--- config.mk ---
export PLATFORM = sky130hd
export DESIGN_NAME = vga_raster_scanner
export DESIGN_NICKNAME = d
export VERILOG_FILES = /design/src/rtl/vga_raster_scanner.sv
export SDC_FILE = /design/constraint.sdc
export NUM_CORES = 1
export LEC_CHECK = 0
export BUFFER_PORTS_ARGS = -buffer_cell sky130_fd_sc_hd__buf_2
export CAP_MARGIN = 20
export CELL_PAD_IN_SITES_DETAIL_PLACEMENT = 0
export CELL_PAD_IN_SITES_GLOBAL_PLACEMENT = 1
export CORE_ASPECT_RATIO = 1.1
export CORE_MARGIN = 4
export CORE_UTILIZATION = 43
export CTS_BUF_LIST = sky130_fd_sc_hd__clkbuf_4 sky130_fd_sc_hd__clkbuf_8
export CTS_CLUSTER_DIAMETER = 100
export DETAILED_ROUTE_END_ITERATION = 16
export GPL_ROUTABILITY_DRIVEN = 0
export PLACE_DENSITY_LB_ADDON = 0.3
export SKIP_CTS_REPAIR_TIMING = 1
export SLEW_MARGIN = 20
export SYNTH_ARGS = -nofsm -noshare
export SYNTH_HDL_FRONTEND = slang
export SYNTH_SLANG_ARGS = --single-unit
--- constraint.sdc ---
create_clock -name pixel_clock -period 6.2 [get_ports pixel_clock]
set_clock_uncertainty 0.15 [all_clocks]
set_input_delay 0.62 -clock pixel_clock [delete_from_list [all_inputs] [get_ports pixel_clock]]
set_output_delay 0.62 -clock pixel_clock [all_outputs]
set_load 0.02 [all_outputs]
--- src/rtl/vga_raster_scanner.sv ---
// VGA timing generator and pixel-fetch sequencer: raster counters issue fetch addresses,
// and sync/blank flags ride a delay line so they land on the pins together with the returned colour.
module vga_raster_scanner #(
   parameter int H_ACTIVE      = 640,
   parameter int H_FRONT       = 16,
   parameter int H_SYNC        = 96,
   parameter int H_BACK        = 48,
   parameter int V_ACTIVE      = 480,
   parameter int V_FRONT       = 10,
   parameter int V_SYNC        = 2,
   parameter int V_BACK        = 33,
   parameter int HS_POL        = 0,
   parameter int VS_POL        = 0,
   parameter int COLOR_BITS    = 4,
   parameter int FETCH_LATENCY = 2,
   localparam int XW = (H_ACTIVE > 1) ? $clog2(H_ACTIVE) : 1,
   localparam int YW = (V_ACTIVE > 1) ? $clog2(V_ACTIVE) : 1
) (
   input  logic                    pixel_clock,
   input  logic                    reset,
   output logic                    fetch_req,
   output logic [XW-1:0]           fetch_x,
   output logic [YW-1:0]           fetch_y,
   input  logic [3*COLOR_BITS-1:0] pix_data,
   output logic                    hsync,
   output logic                    vsync,
   output logic [COLOR_BITS-1:0]   RED,
   output logic [COLOR_BITS-1:0]   GREEN,
   output logic [COLOR_BITS-1:0]   BLUE,
   output logic                    video_on,
   output logic                    frame_start,
   output logic                    line_start
);

   localparam int H_TOTAL  = H_ACTIVE + H_FRONT + H_SYNC + H_BACK;
   localparam int V_TOTAL  = V_ACTIVE + V_FRONT + V_SYNC + V_BACK;
   localparam int HCW      = (H_TOTAL > 1) ? $clog2(H_TOTAL) : 1;
   localparam int VCW      = (V_TOTAL > 1) ? $clog2(V_TOTAL) : 1;
   localparam int HS_START = H_ACTIVE + H_FRONT;
   localparam int HS_END   = HS_START + H_SYNC;
   localparam int VS_START = V_ACTIVE + V_FRONT;
   localparam int VS_END   = VS_START + V_SYNC;
   localparam logic HS_ON  = 1'(HS_POL);
   localparam logic VS_ON  = 1'(VS_POL);

   typedef struct packed {
      logic active;
      logic hs_act;
      logic vs_act;
      logic sof;
      logic sol;
   } flags_t;

   logic [HCW-1:0] h_cnt_q, h_cnt_d;
   logic [VCW-1:0] v_cnt_q, v_cnt_d;
   flags_t         st0;
   flags_t         st_dly;

   always_comb begin
      h_cnt_d = h_cnt_q + 1'b1;
      v_cnt_d = v_cnt_q;
      if (int'(h_cnt_q) == H_TOTAL - 1) begin
         h_cnt_d = '0;
         v_cnt_d = (int'(v_cnt_q) == V_TOTAL - 1) ? '0 : v_cnt_q + 1'b1;
      end
   end

   always_ff @(posedge pixel_clock) begin
      if (reset) begin
         h_cnt_q <= '0;
         v_cnt_q <= '0;
      end else begin
         h_cnt_q <= h_cnt_d;
         v_cnt_q <= v_cnt_d;
      end
   end

   // vs_act depends only on v_cnt, so it switches together with the h_cnt wrap
   always_comb begin
      st0        = '0;
      st0.active = (int'(h_cnt_q) < H_ACTIVE) && (int'(v_cnt_q) < V_ACTIVE);
      st0.hs_act = (int'(h_cnt_q) >= HS_START) && (int'(h_cnt_q) < HS_END);
      st0.vs_act = (int'(v_cnt_q) >= VS_START) && (int'(v_cnt_q) < VS_END);
      st0.sof    = (h_cnt_q == '0) && (v_cnt_q == '0);
      st0.sol    = (h_cnt_q == '0) && (int'(v_cnt_q) < V_ACTIVE);
   end

   assign fetch_req = st0.active;
   assign fetch_x   = st0.active ? h_cnt_q[XW-1:0] : '0;
   assign fetch_y   = st0.active ? v_cnt_q[YW-1:0] : '0;

   generate
      if (FETCH_LATENCY > 0) begin : g_dly
         flags_t dly_q [FETCH_LATENCY];
         flags_t dly_d [FETCH_LATENCY];

         always_comb begin
            dly_d[0] = st0;
            for (int i = 1; i < FETCH_LATENCY; i++) dly_d[i] = dly_q[i-1];
         end

         always_ff @(posedge pixel_clock) begin
            for (int i = 0; i < FETCH_LATENCY; i++) begin
               if (reset) dly_q[i] <= '0;
               else       dly_q[i] <= dly_d[i];
            end
         end

         assign st_dly = dly_q[FETCH_LATENCY-1];
      end else begin : g_nodly
         assign st_dly = st0;
      end
   endgenerate

   logic                  hsync_q, hsync_d;
   logic                  vsync_q, vsync_d;
   logic                  video_on_q, video_on_d;
   logic                  frame_start_q, frame_start_d;
   logic                  line_start_q, line_start_d;
   logic [COLOR_BITS-1:0] red_q, red_d;
   logic [COLOR_BITS-1:0] green_q, green_d;
   logic [COLOR_BITS-1:0] blue_q, blue_d;

   // pix_data is only looked at while the delayed active flag says it belongs to a visible pixel
   always_comb begin
      hsync_d       = st_dly.hs_act ? HS_ON : ~HS_ON;
      vsync_d       = st_dly.vs_act ? VS_ON : ~VS_ON;
      video_on_d    = st_dly.active;
      frame_start_d = st_dly.sof;
      line_start_d  = st_dly.sol;
      red_d         = '0;
      green_d       = '0;
      blue_d        = '0;
      if (st_dly.active) begin
         red_d   = pix_data[3*COLOR_BITS-1 -: COLOR_BITS];
         green_d = pix_data[2*COLOR_BITS-1 -: COLOR_BITS];
         blue_d  = pix_data[COLOR_BITS-1:0];
      end
   end

   always_ff @(posedge pixel_clock) begin
      if (reset) begin
         hsync_q       <= ~HS_ON;
         vsync_q       <= ~VS_ON;
         video_on_q    <= 1'b0;
         frame_start_q <= 1'b0;
         line_start_q  <= 1'b0;
         red_q         <= '0;
         green_q       <= '0;
         blue_q        <= '0;
      end else begin
         hsync_q       <= hsync_d;
         vsync_q       <= vsync_d;
         video_on_q    <= video_on_d;
         frame_start_q <= frame_start_d;
         line_start_q  <= line_start_d;
         red_q         <= red_d;
         green_q       <= green_d;
         blue_q        <= blue_d;
      end
   end

   assign hsync       = hsync_q;
   assign vsync       = vsync_q;
   assign video_on    = video_on_q;
   assign frame_start = frame_start_q;
   assign line_start  = line_start_q;
   assign RED         = red_q;
   assign GREEN       = green_q;
   assign BLUE        = blue_q;

endmodule

# == Word level (Yosys, flattened, before mapping) ==
# Memories as Yosys holds them, arrays and structs flattened.
# Index checks and enable logic that the tools add are counted.
# totals
regBits,37
ramBits,10
input_bits,14
out_inout_bits,37
elab_cells,43
mem_count,1
# classes
n_addsub,2
magnitude_cmp,6
eq_ne,2
mux,10
bitwise_logic,3
n_reduce_logical,9
# mem_list
memory,words,word_bits,read_ports,rd_ports_with_merged_regs,wr,line_no,source
g_dly.dly_q,2,5,2,0,2,94,flags_t dly_q [FETCH_LATENCY];
# ops
operator,count
$add 10x1->10 const B,2
$logic_not 10->1,2
$lt 10x10->1 const B,2
$lt 10x9->1 const B,2
$mux 10,2
$eq 10x10->1 const B,1
$eq 10x9->1 const B,1
$ge 10x10->1 const B,1
$ge 10x9->1 const B,1
$mux 5,2
$mux 9,1
$logic_and 1x1->1,5
$mux 1,5
$reduce_or 2->1,2
$or 1x1->1,2
$not 1->1,1

# == Longest topological paths before layout ==
# Gate-level depths: netlist (run 1).
# logic_depth
word_depth,3
mapped_depth,6
mapped_depth_nobuf,6

# == Least setup slack after synthesis (run 1) ==
# OpenSTA, ideal clock, no wires.
# synth_path
path_type,register -> output
startpoint,register h_cnt_q[7]
endpoint,output port fetch_x[8]
arrival_time_ns,1.593
required_time_ns,5.430
path_slack_ns,3.837
stages_incl_launch_ff,5
n_path_buf,1
cell_sequence,dfxtp_1 > or2_2 > a221oi_1 > clkbuf_1 > and2_1
# synth_via
elab_chain_len,3
# synth_rtl
item,line_no,source
start: declaration,54,"logic [HCW-1:0] h_cnt_q, h_cnt_d;"
start signal: assignment,73,h_cnt_q <= h_cnt_d;
$lt 10x10->1,81,st0.active = (int'(h_cnt_q) < H_ACTIVE) && (int'(v_cnt_q) < V_ACTIVE);
$logic_and 1x1->1,81,
net fetch_req,21,"output logic fetch_req,"
$mux 10,89,assign fetch_x = st0.active ? h_cnt_q[XW-1:0] : '0;
end: declaration,22,"output logic [XW-1:0] fetch_x,"
# The timed path passes the listed nets, and every way through them passes these cells.

# == Worst setup path after layout (run 1) ==
# layout_path
startpoint,register h_cnt_q[7]
endpoint,output port fetch_x[7]
# layout_via
elab_chain_len,3
# layout_rtl
item,line_no
$lt 10x10->1,81
$logic_and 1x1->1,81
$mux 10 *,89
# Every way passes the cells marked *; elsewhere a longest branch is shown, timed or not.

==> results.json, run 1 <==
{
  "status": "finished, final reports clean",
  "totalWireLength_mm": 3.86,
  "path_class": "reg2out",
  "timing.fmax_ghz": 0.324,
  "slew_headroom_pct": 44.8,
  "synth_area_leaders": "dfxtp_1, and2_1, xnor2_1",
  "nFillCells": 397,
  "io_buffers": 50,
  "path_clk_slew_ns": 0.08,
  "rsz0062_at_grt": "no",
  "finalSetupTns_ns": 0,
  "yosysTopAreaCell": "dfxtp_1",
  "synth_most_common_cell": "dfxtp_1",
  "dp.cells": 304,
  "design.portCount": 51,
  "cap_viol_max_count": 0,
  "p_per_area_nw_per_um2": 228,
  "start_util_pct": 44.7,
  "ir_drop_mv": 0.0966,
  "syn-mean-instance-area_sq_um": 9.17,
  "worst_skew_pair.late_latency_ns": 0.29,
  "vias": 1543,
  "p_leak_nw": 0.974,
  "rows": 25,
  "yosysSeqAreaShare_pct": 48.4,
  "cts_buffers": 5,
  "cts_tree": "built",
  "grt_max_degree": 28,
  "yosys_warnings": 0,
  "synth_seq_cells": 47,
  "htree_num_levels": 2,
  "cp_data_arrival_time_ns": 2.32,
  "dp_slack_ns": 3.37,
  "dieArea_sq_um": 5660,
  "fin_nets": 276,
  "setup_viol": 0,
  "grt_pass1_wl_mm": 6.44,
  "diodes": 0,
  "hp-class": "reg2reg",
  "placed_area_sq_um": 2210,
  "layout-drive-gt1-share_pct": 25.2,
  "crit_fanout": 11,
  "clock_path_buffers": 2,
  "end_kind": "output port",
  "cp-start-kind": "flip-flop",
  "period_minus_slack_ns": 3.09,
  "postLayoutCellArea_sq_um": 2300,
  "ys.flop_type": "dfxtp_1",
  "coreArea_sq_um": 4350,
  "syn_inst": 212,
  "dr.pass1.iters": 4,
  "wire_per_inst_um": 12.4,
  "report.final.hold_viol_count": 0,
  "grt_overflow": 0,
  "netlist-cell-type-count": 34,
  "netlist_top_cells_count": "dfxtp_1, and2_1, nor2_1, nor3_1, nor2b_1",
  "die_h_um": 78.5,
  "synth_edf_count": 0,
  "root_buffer": "clkbuf_8",
  "area_delta_synth_final_pct": 18.2,
  "setup_ws_ns": 3.11,
  "syn_nets": 231,
  "synth_top_area_share_pct": 48.4,
  "power_mw": 0.524,
  "post-route-drc-count": 0,
  "hpwl_mm": 2.74,
  "cts_sinks": 47,
  "fin_cells": 312,
  "grt_antenna_before_repair": 0,
  "async_flop_share_pct": 0,
  "grt_pass1_vias": 1333,
  "min_period_over_period_pct": 49.9,
  "die_x_um": 72.1,
  "dr.first_iter.drc_count": 61,
  "drv_slew": 0,
  "worstMarginPinSlew_ns": 0.829,
  "cp.required_ns": 5.43,
  "track_usage_pct": 14.3,
  "ant_nets": 0,
  "syn-cell-area_sq_um": 1940,
  "viasPerCell": 4.95
}
-- through the flow --
step / util, % / hold slack, ns
global placement: 50.8 / 0.208
detailed placement: 50.8 / 0.213
global route: 52.9 / 0.242
floorplan: - / 0.206
finish: 52.9 / 0.229
CTS: 52.9 / 0.232
-- cells in the final DEF, fill, tap and decap left out, types with 6 or more instances in the layout --
cell	Yosys	routed
and2_1	31	31
dfxtp_1	47	47
nand4_1	6	6
nor2b_1	10	10
inv_1	7	7
xnor2_1	9	9
nor2_1	12	12
nand2_1	9	9
a21oi_1	6	6
nor3_1	12	12
nand3_1	8	8
buf_2	3	50
-- cell families after synthesis --
kind of cell | Yosys count | synth area share, %
XOR/XNOR | 12 | 5.41
flip-flops | 47 | 48.4
adder cells (fa/ha/maj) | 5 | 3.22
AO/OA/AOI/OAI | 15 | 4.89
buffers and inverters | 20 | 4.44
AND/OR/NAND/NOR | 113 | 33.7
-- power by group --
group          internal (mW)  total (mW)  leakage [nW]  switching (mW)
combinational         0.0126      0.0287         0.547          0.0162
sequential             0.309       0.312         0.382         0.00344
clock                 0.0833       0.183        0.0446          0.0994
total                  0.405       0.524         0.974           0.119
-- critical path, stage by stage (launching register included) --
cell and delay (ns):
dfxtp_1 0.37, or2_2 0.34, a221oi_1 0.71, buf_4 0.30, and2_1 0.15, buf_2 0.17
-- flip-flops by register name, indices dropped and copies added, names as in the netlist --
| name | flops |
|---|---|
| g_dly.dly_q | 10 |
| h_cnt_q | 10 |
| v_cnt_q | 10 |
| BLUE | 4 |
| GREEN | 4 |
| RED | 4 |
| frame_start | 1 |
| hsync | 1 |
| line_start | 1 |
| video_on | 1 |
| vsync | 1 |
-- per-layer routing --
layer | part of all wire, % | wire, um | track usage [%] | vias up
met2 | 43 | 1670 | 20.6 | 43
met4 | 1.2 | 46 | 5.26 | 0
met5 | 0 | 0 | 0 | -
met3 | 7.0 | 269 | 4.48 | 4
met1 | 49 | 1870 | 19.8 | 694
li1 | - | - | - | 802
-- path summary, 6_finish.rpt --
kind | cells after the start | from | slack [ns] | end
hold reg to reg | 1 | g_dly.dly_q[1][3]$_SDFF_PP0_ | 0.23 | hsync$_SDFF_PP1_
setup reg to reg | 5 | h_cnt_q[0]$_SDFF_PP0_ | 3.78 | v_cnt_q[2]$_SDFFE_PP0N_
setup / recovery | 5 | h_cnt_q[7]$_SDFF_PP0_ | 3.11 | fetch_x[7]
hold / removal | 1 | g_dly.dly_q[1][3]$_SDFF_PP0_ | 0.23 | hsync$_SDFF_PP1_
-- area by class of cell --
class,instances,area (sq um),share of cell area [%]
flip-flops and latches,47,941,40.9
multi-input cells,145,917,39.9
repair buffers,51,258,11.2
clock buffers,6,76.3,3.32
well taps,54,67.6,2.94
inverters,7,26.3,1.14
clock inverters,2,12.5,0.544
No activity file was read; power rests on OpenSTA's default activity.
==> inputs of run 2 (changes only) <==
ABC_AREA = 1   (was unset)
CORE_UTILIZATION = 35   (was 43)
clock period = 2.8 ns   (was 6.2 ns; I/O delays follow)
==> run 2 against run 1 <==
Against the previous run:
- synthesized cell count is 29% higher
- sequential power is 120% higher
- final area is 6.2% higher
- register-to-register slack worse by 2.6 ns
- synthesized area is 3.5% higher
- critical path depth is 1 higher
- clock power grew to 2.8 times the previous value
- sequential cell count stayed put
- sequential share of layout area is 2.4 points lower
==> results.json, run 2 <==
{
  "timing.rr.end": "v_cnt_q[0]$_SDFFE_PP0N_",
  "multi_input_area_sq_um": 841,
  "cap_viol_max_count": 0,
  "worstPathCellList": "inv_1 -> a21oi_1 -> nor2_2 -> inv_2 -> nor2_1 -> buf_2",
  "fin_nets": 346,
  "hpwl_mm": 3.34,
  "report.final.hold_viol_count": 0,
  "yosysTopAreaCell": "dfxtp_1",
  "path_clk_slew_ns": 0.09,
  "ant_nets": 0,
  "rows": 28,
  "rsz0062_at_grt": "no",
  "cp-start-kind": "flip-flop",
  "coreArea_sq_um": 5470,
  "slew_headroom_pct": 72.2,
  "htree_num_levels": 2,
  "root_buffer": "clkbuf_8",
  "viasPerCell": 4.29,
  "ff_latch_area_sq_um": 941,
  "ff2ff_setup_slack_ns": 1.14,
  "period_minus_slack_ns": 2.13,
  "ir_drop_mv": 0.222,
  "grt_max_degree": 20,
  "dieArea_sq_um": 7030,
  "area_delta_synth_final_pct": 21.3,
  "status": "finished, final reports clean",
  "path_class": "reg2out",
  "vias": 1730,
  "timing.fmax_ghz": 0.470,
  "min_period_over_period_pct": 76.0,
  "synth_area_leaders": "dfxtp_1, nor2_1, inv_1",
  "dr.pass1.iters": 4,
  "cts_sinks": 47,
  "track_usage_pct": 13.3,
  "die_x_um": 80.3,
  "setup_viol": 0,
  "grt_overflow": 0,
  "synth_most_common_cell": "nor2_1",
  "min_from": "pix_data[10]",
  "grt_pass1_wl_mm": 7.33,
  "wire_per_inst_um": 10.9,
  "hp-class": "in2reg",
  "p_leak_nw": 1.21,
  "dp.cells": 395,
  "layout-drive-gt1-share_pct": 24.7,
  "drv_slew": 0,
  "hold-path-endpoint": "RED[2]$_SDFF_PP0_",
  "layout_commonest_cell": "nor2_1",
  "holdPathStages": 3,
  "syn_nets": 293,
  "r2r-start": "h_cnt_q[0]$_SDFF_PP0_",
  "netlist-cell-type-count": 24,
  "grt_pass1_vias": 1688,
  "reg2regPathDepth": 8,
  "worst_skew_pair.late_latency_ns": 0.31,
  "synth_seq_cells": 47,
  "crit_fanout": 19,
  "synth_top_area_share_pct": 46.8,
  "cts_buffers": 5,
  "synth_edf_count": 0,
  "die_h_um": 87.5,
  "syn-cell-area_sq_um": 2010,
  "clock_path_buffers": 2,
  "nFillCells": 600,
  "fin_cells": 403,
  "cp_data_arrival_time_ns": 1.70,
  "reg_top3": "g_dly.dly_q (10), h_cnt_q (10), v_cnt_q (10)",
  "diodes": 0,
  "totalWireLength_mm": 4.39,
  "crit_path_top_delay_cell": "dfxtp_1",
  "io_buffers": 50,
  "slowest_delay_ns": 0.49,
  "dr.first_iter.drc_count": 46,
  "start_util_pct": 36.8,
  "post-route-drc-count": 0,
  "p_per_area_nw_per_um2": 521,
  "netlist_top_cells_count": "nor2_1, dfxtp_1, inv_1, nand2_1, nand3_1",
  "yosys_warnings": 0,
  "design.portCount": 51,
  "yosysSeqAreaShare_pct": 46.8,
  "syn_inst": 274,
  "syn-mean-instance-area_sq_um": 7.34,
  "final_cell_mix": "nor2_1, buf_2, dfxtp_1, inv_1, nand2_1",
  "ys.flop_type": "dfxtp_1",
  "cts_tree": "built",
  "grt_antenna_before_repair": 0,
  "finalSetupTns_ns": 0,
  "end_kind": "output port",
  "async_flop_share_pct": 0,
  "cp.required_ns": 2.37,
  "worstMarginPinSlew_ns": 0.415
}
==> run 2: worst max path at each step <==
stage,slack [ns],start,end
global route,0.52,h_cnt_q[7]$_SDFF_PP0_,fetch_x[7]
CTS,0.64,h_cnt_q[7]$_SDFF_PP0_,fetch_x[4]
finish,0.67,h_cnt_q[7]$_SDFF_PP0_,fetch_x[4]
global placement,1.01,h_cnt_q[7]$_SDFF_PP0_,fetch_x[8]
detailed placement,0.99,h_cnt_q[7]$_SDFF_PP0_,fetch_x[4]
floorplan,0.98,h_cnt_q[7]$_SDFF_PP0_,fetch_x[6]
==> run 2: stage by stage <==
step	cell area [sq um]	hold slack, ns	setup slack (ns)	utilization (%)	total power, mW
2_1_floorplan	2010	0.199	0.980	-	0.751
3_3_place_gp	2320	0.206	1.01	42.5	0.779
3_5_place_dp	2320	0.206	0.991	42.5	0.779
4_1_cts	2440	0.0212	0.640	44.6	1.29
5_1_grt	2440	0.0244	0.518	44.6	1.33
6_report	2440	0.0331	0.671	44.6	1.27
==> run 2: cell families after synthesis <==
| family | synth area share, % |
|---|---|
| buf+inv | 11.4 |
| simple gates | 33.4 |
| compound gates | 3.98 |
| fa+ha+maj | 3.11 |
| flops | 46.8 |
| xor+xnor | 1.31 |
==> run 2: report_power, final <==
group | internal, mW | leakage [nW] | switching [mW]
Combinational | 0.0260 | 0.776 | 0.0460
Sequential | 0.684 | 0.382 | 0.00584
Clock | 0.269 | 0.0548 | 0.241
==> run 2: layer usage <==
metal | wire length, um | share of wire [%] | vias up | GRT usage [%]
met3 | 264 | 6.0 | 5 | 3.93
met4 | 56 | 1.3 | 0 | 4.61
met2 | 2000 | 45 | 45 | 22.4
met1 | 2080 | 47 | 747 | 16.2
met5 | 0 | 0 | - | 0
li1 | - | - | 933 | -
==> run 2: worst max-delay path: cells and delay by family (launching register included) <==
family / cells / cell delay (ns)
buffers and inverters: 3 / 0.58
flip-flops: 1 / 0.49
AO/OA/AOI/OAI: 1 / 0.17
AND/OR/NAND/NOR: 2 / 0.16
==> run 2: cell type report <==
class                   count  share of cell area (%)
clock buffers               5                    2.82
multi-input cells         170                    34.5
flip-flops and latches     47                    38.6
well taps                  75                    3.85
inverters                  53                    8.15
repair buffers             50                    10.3
clock inverters             3                    1.90
==> inputs of run 3 (changes only) <==
CORE_UTILIZATION = 39   (was 35)
clock period = 2 ns   (was 2.8 ns; I/O delays follow)
==> run 3 against run 2 <==
Against the previous run:
- global-route usage increased by 1.1 points
- sequential share of layout area decreased by 1.8 points
- combinational power increased by 67%
- total power increased by 41%
- clock-buffer cell count unchanged
- clock power increased by 39%
- largest cell class unchanged
==> results.json, run 3 (same netlist as run 2, synthesis figures left out) <==
{
  "status": "finished, final reports clean",
  "start_util_pct": 40.2,
  "design.portCount": 51,
  "cts_sinks": 47,
  "drv_slew": 0,
  "cp_data_arrival_time_ns": 1.48,
  "ant_nets": 0,
  "cp.required_ns": 1.65,
  "setup_ws_ns": 0.173,
  "layout_commonest_cell": "nor2_1",
  "path_class": "reg2out",
  "vias": 1777,
  "min_period_over_period_pct": 91.4,
  "root_buffer": "clkbuf_8",
  "end_kind": "output port",
  "layout-drive-gt1-share_pct": 24.6,
  "hpwl_mm": 3.22,
  "grt_antenna_before_repair": 0,
  "min_from": "reset",
  "die_x_um": 76.5,
  "r2r-start": "h_cnt_q[0]$_SDFF_PP0_",
  "ff_latch_area_sq_um": 942,
  "nFillCells": 496,
  "grt_overflow": 0,
  "rows": 27,
  "path_clk_slew_ns": 0.09,
  "placed_area_sq_um": 2310,
  "report.final.hold_viol_count": 0,
  "ir_drop_mv": 0.401,
  "crit_fanout": 19,
  "fin_util_pct": 51.2,
  "hp-class": "in2reg",
  "holdPathStages": 3,
  "grt_pass1_wl_mm": 7.51,
  "rsz0062_at_grt": "no",
  "period_minus_slack_ns": 1.83,
  "reg_top3": "g_dly.dly_q (10), h_cnt_q (10), v_cnt_q (10)",
  "cp-start-kind": "flip-flop",
  "worst_skew_pair.late_latency_ns": 0.30,
  "htree_num_levels": 2,
  "p_leak_nw": 1.27,
  "slew_headroom_pct": 72.5,
  "comb_power_share_pct": 6.7,
  "viasPerCell": 4.45,
  "worstMarginPinSlew_ns": 0.412,
  "power_mw": 1.79,
  "grt_max_degree": 20,
  "area_delta_synth_final_pct": 27.3,
  "p_switching_mw": 0.407,
  "timing.fmax_ghz": 0.547,
  "totalWireLength_mm": 4.39,
  "hold-path-endpoint": "vsync$_SDFF_PP1_",
  "clock_path_buffers": 2,
  "cap_viol_max_count": 0,
  "ff2ff_setup_slack_ns": 0.33,
  "p_per_area_nw_per_um2": 701,
  "reg2regPathDepth": 8,
  "dr.first_iter.drc_count": 95,
  "seqPwrFrac_pct": 53.8,
  "wire_per_inst_um": 11.0,
  "io_buffers": 50,
  "intPower_mw": 1.39,
  "dr.pass1.iters": 5,
  "timing.rr.end": "v_cnt_q[0]$_SDFFE_PP0N_",
  "track_usage_pct": 14.4,
  "post-route-drc-count": 0,
  "multi_input_area_sq_um": 850,
  "dp_slack_ns": 0.216,
  "cts_buffers": 5,
  "switching_share_pct": 22.7,
  "postLayoutCellArea_sq_um": 2560,
  "final_cell_mix": "nor2_1, buf_2, inv_1",
  "setup_viol": 0,
  "coreArea_sq_um": 5000,
  "grt_pass1_vias": 1650,
  "die_h_um": 83.3,
  "dieArea_sq_um": 6370,
  "fin_nets": 359,
  "p_clk_share_pct": 39.5,
  "diodes": 0,
  "cts_tree": "built"
}
run 3: power by group through the flow:
stage / combinational, mW / clock (mW) / sequential, mW
final: 0.120 / 0.708 / 0.966
after detailed placement: 0.103 / 0 / 0.988
after CTS: 0.104 / 0.733 / 0.966
after floorplan: 0.0530 / 0 / 0.998
after global placement: 0.103 / 0 / 0.988
after global routing: 0.135 / 0.777 / 0.970
run 3: stage by stage:
step	TNS, ns	cells	hold slack, ns
final	0	399	0.0546
after global routing	0	399	0.0738
after CTS	-2.04	387	-0.0613
after detailed placement	0	379	0.206
after global placement	0	379	0.205
after floorplan	0	274	0.119
run 3: worst max-delay path by stage:
stage | depth (start not counted) | startpoint | to | slack [ns]
detailed placement | 6 | h_cnt_q[7]$_SDFF_PP0_ | fetch_x[5] | 0.22
global route | 8 | v_cnt_q[6]$_SDFFE_PP0N_ | fetch_x[0] | 0.03
finish | 8 | v_cnt_q[6]$_SDFFE_PP0N_ | fetch_x[5] | 0.17
CTS | 6 | h_cnt_q[7]$_SDFF_PP0_ | fetch_x[5] | -0.13
floorplan | 7 | h_cnt_q[7]$_SDFF_PP0_ | fetch_x[6] | 0.26
global placement | 6 | h_cnt_q[7]$_SDFF_PP0_ | fetch_x[8] | 0.27
run 3: worst max-delay path, stage by stage (launching register included):
cell,delay [ns]
dfxtp_1,0.41
nand2_1,0.08
inv_1,0.08
nand3_2,0.08
nand2_2,0.10
nor2_4,0.05
inv_6,0.16
nor2_1,0.06
buf_2,0.16
run 3: area by class of cell:
type                       instances  share of cell area, %
sequential                        47                   36.8
multi-input combinational        170                   33.2
timing repair buffer              63                   14.8
inverter                          53                   7.96
tap                               58                   2.83
clock buffer                       5                   2.69
clock inverter                     3                   1.81
run 3: layer usage:
metal,up-vias,wire length [um],GRT usage (%)
met5,-,0,0
li1,955,-,-
met1,764,2040,18.2
met3,6,253,4.12
met2,52,2040,23.7
met4,0,57,4.45
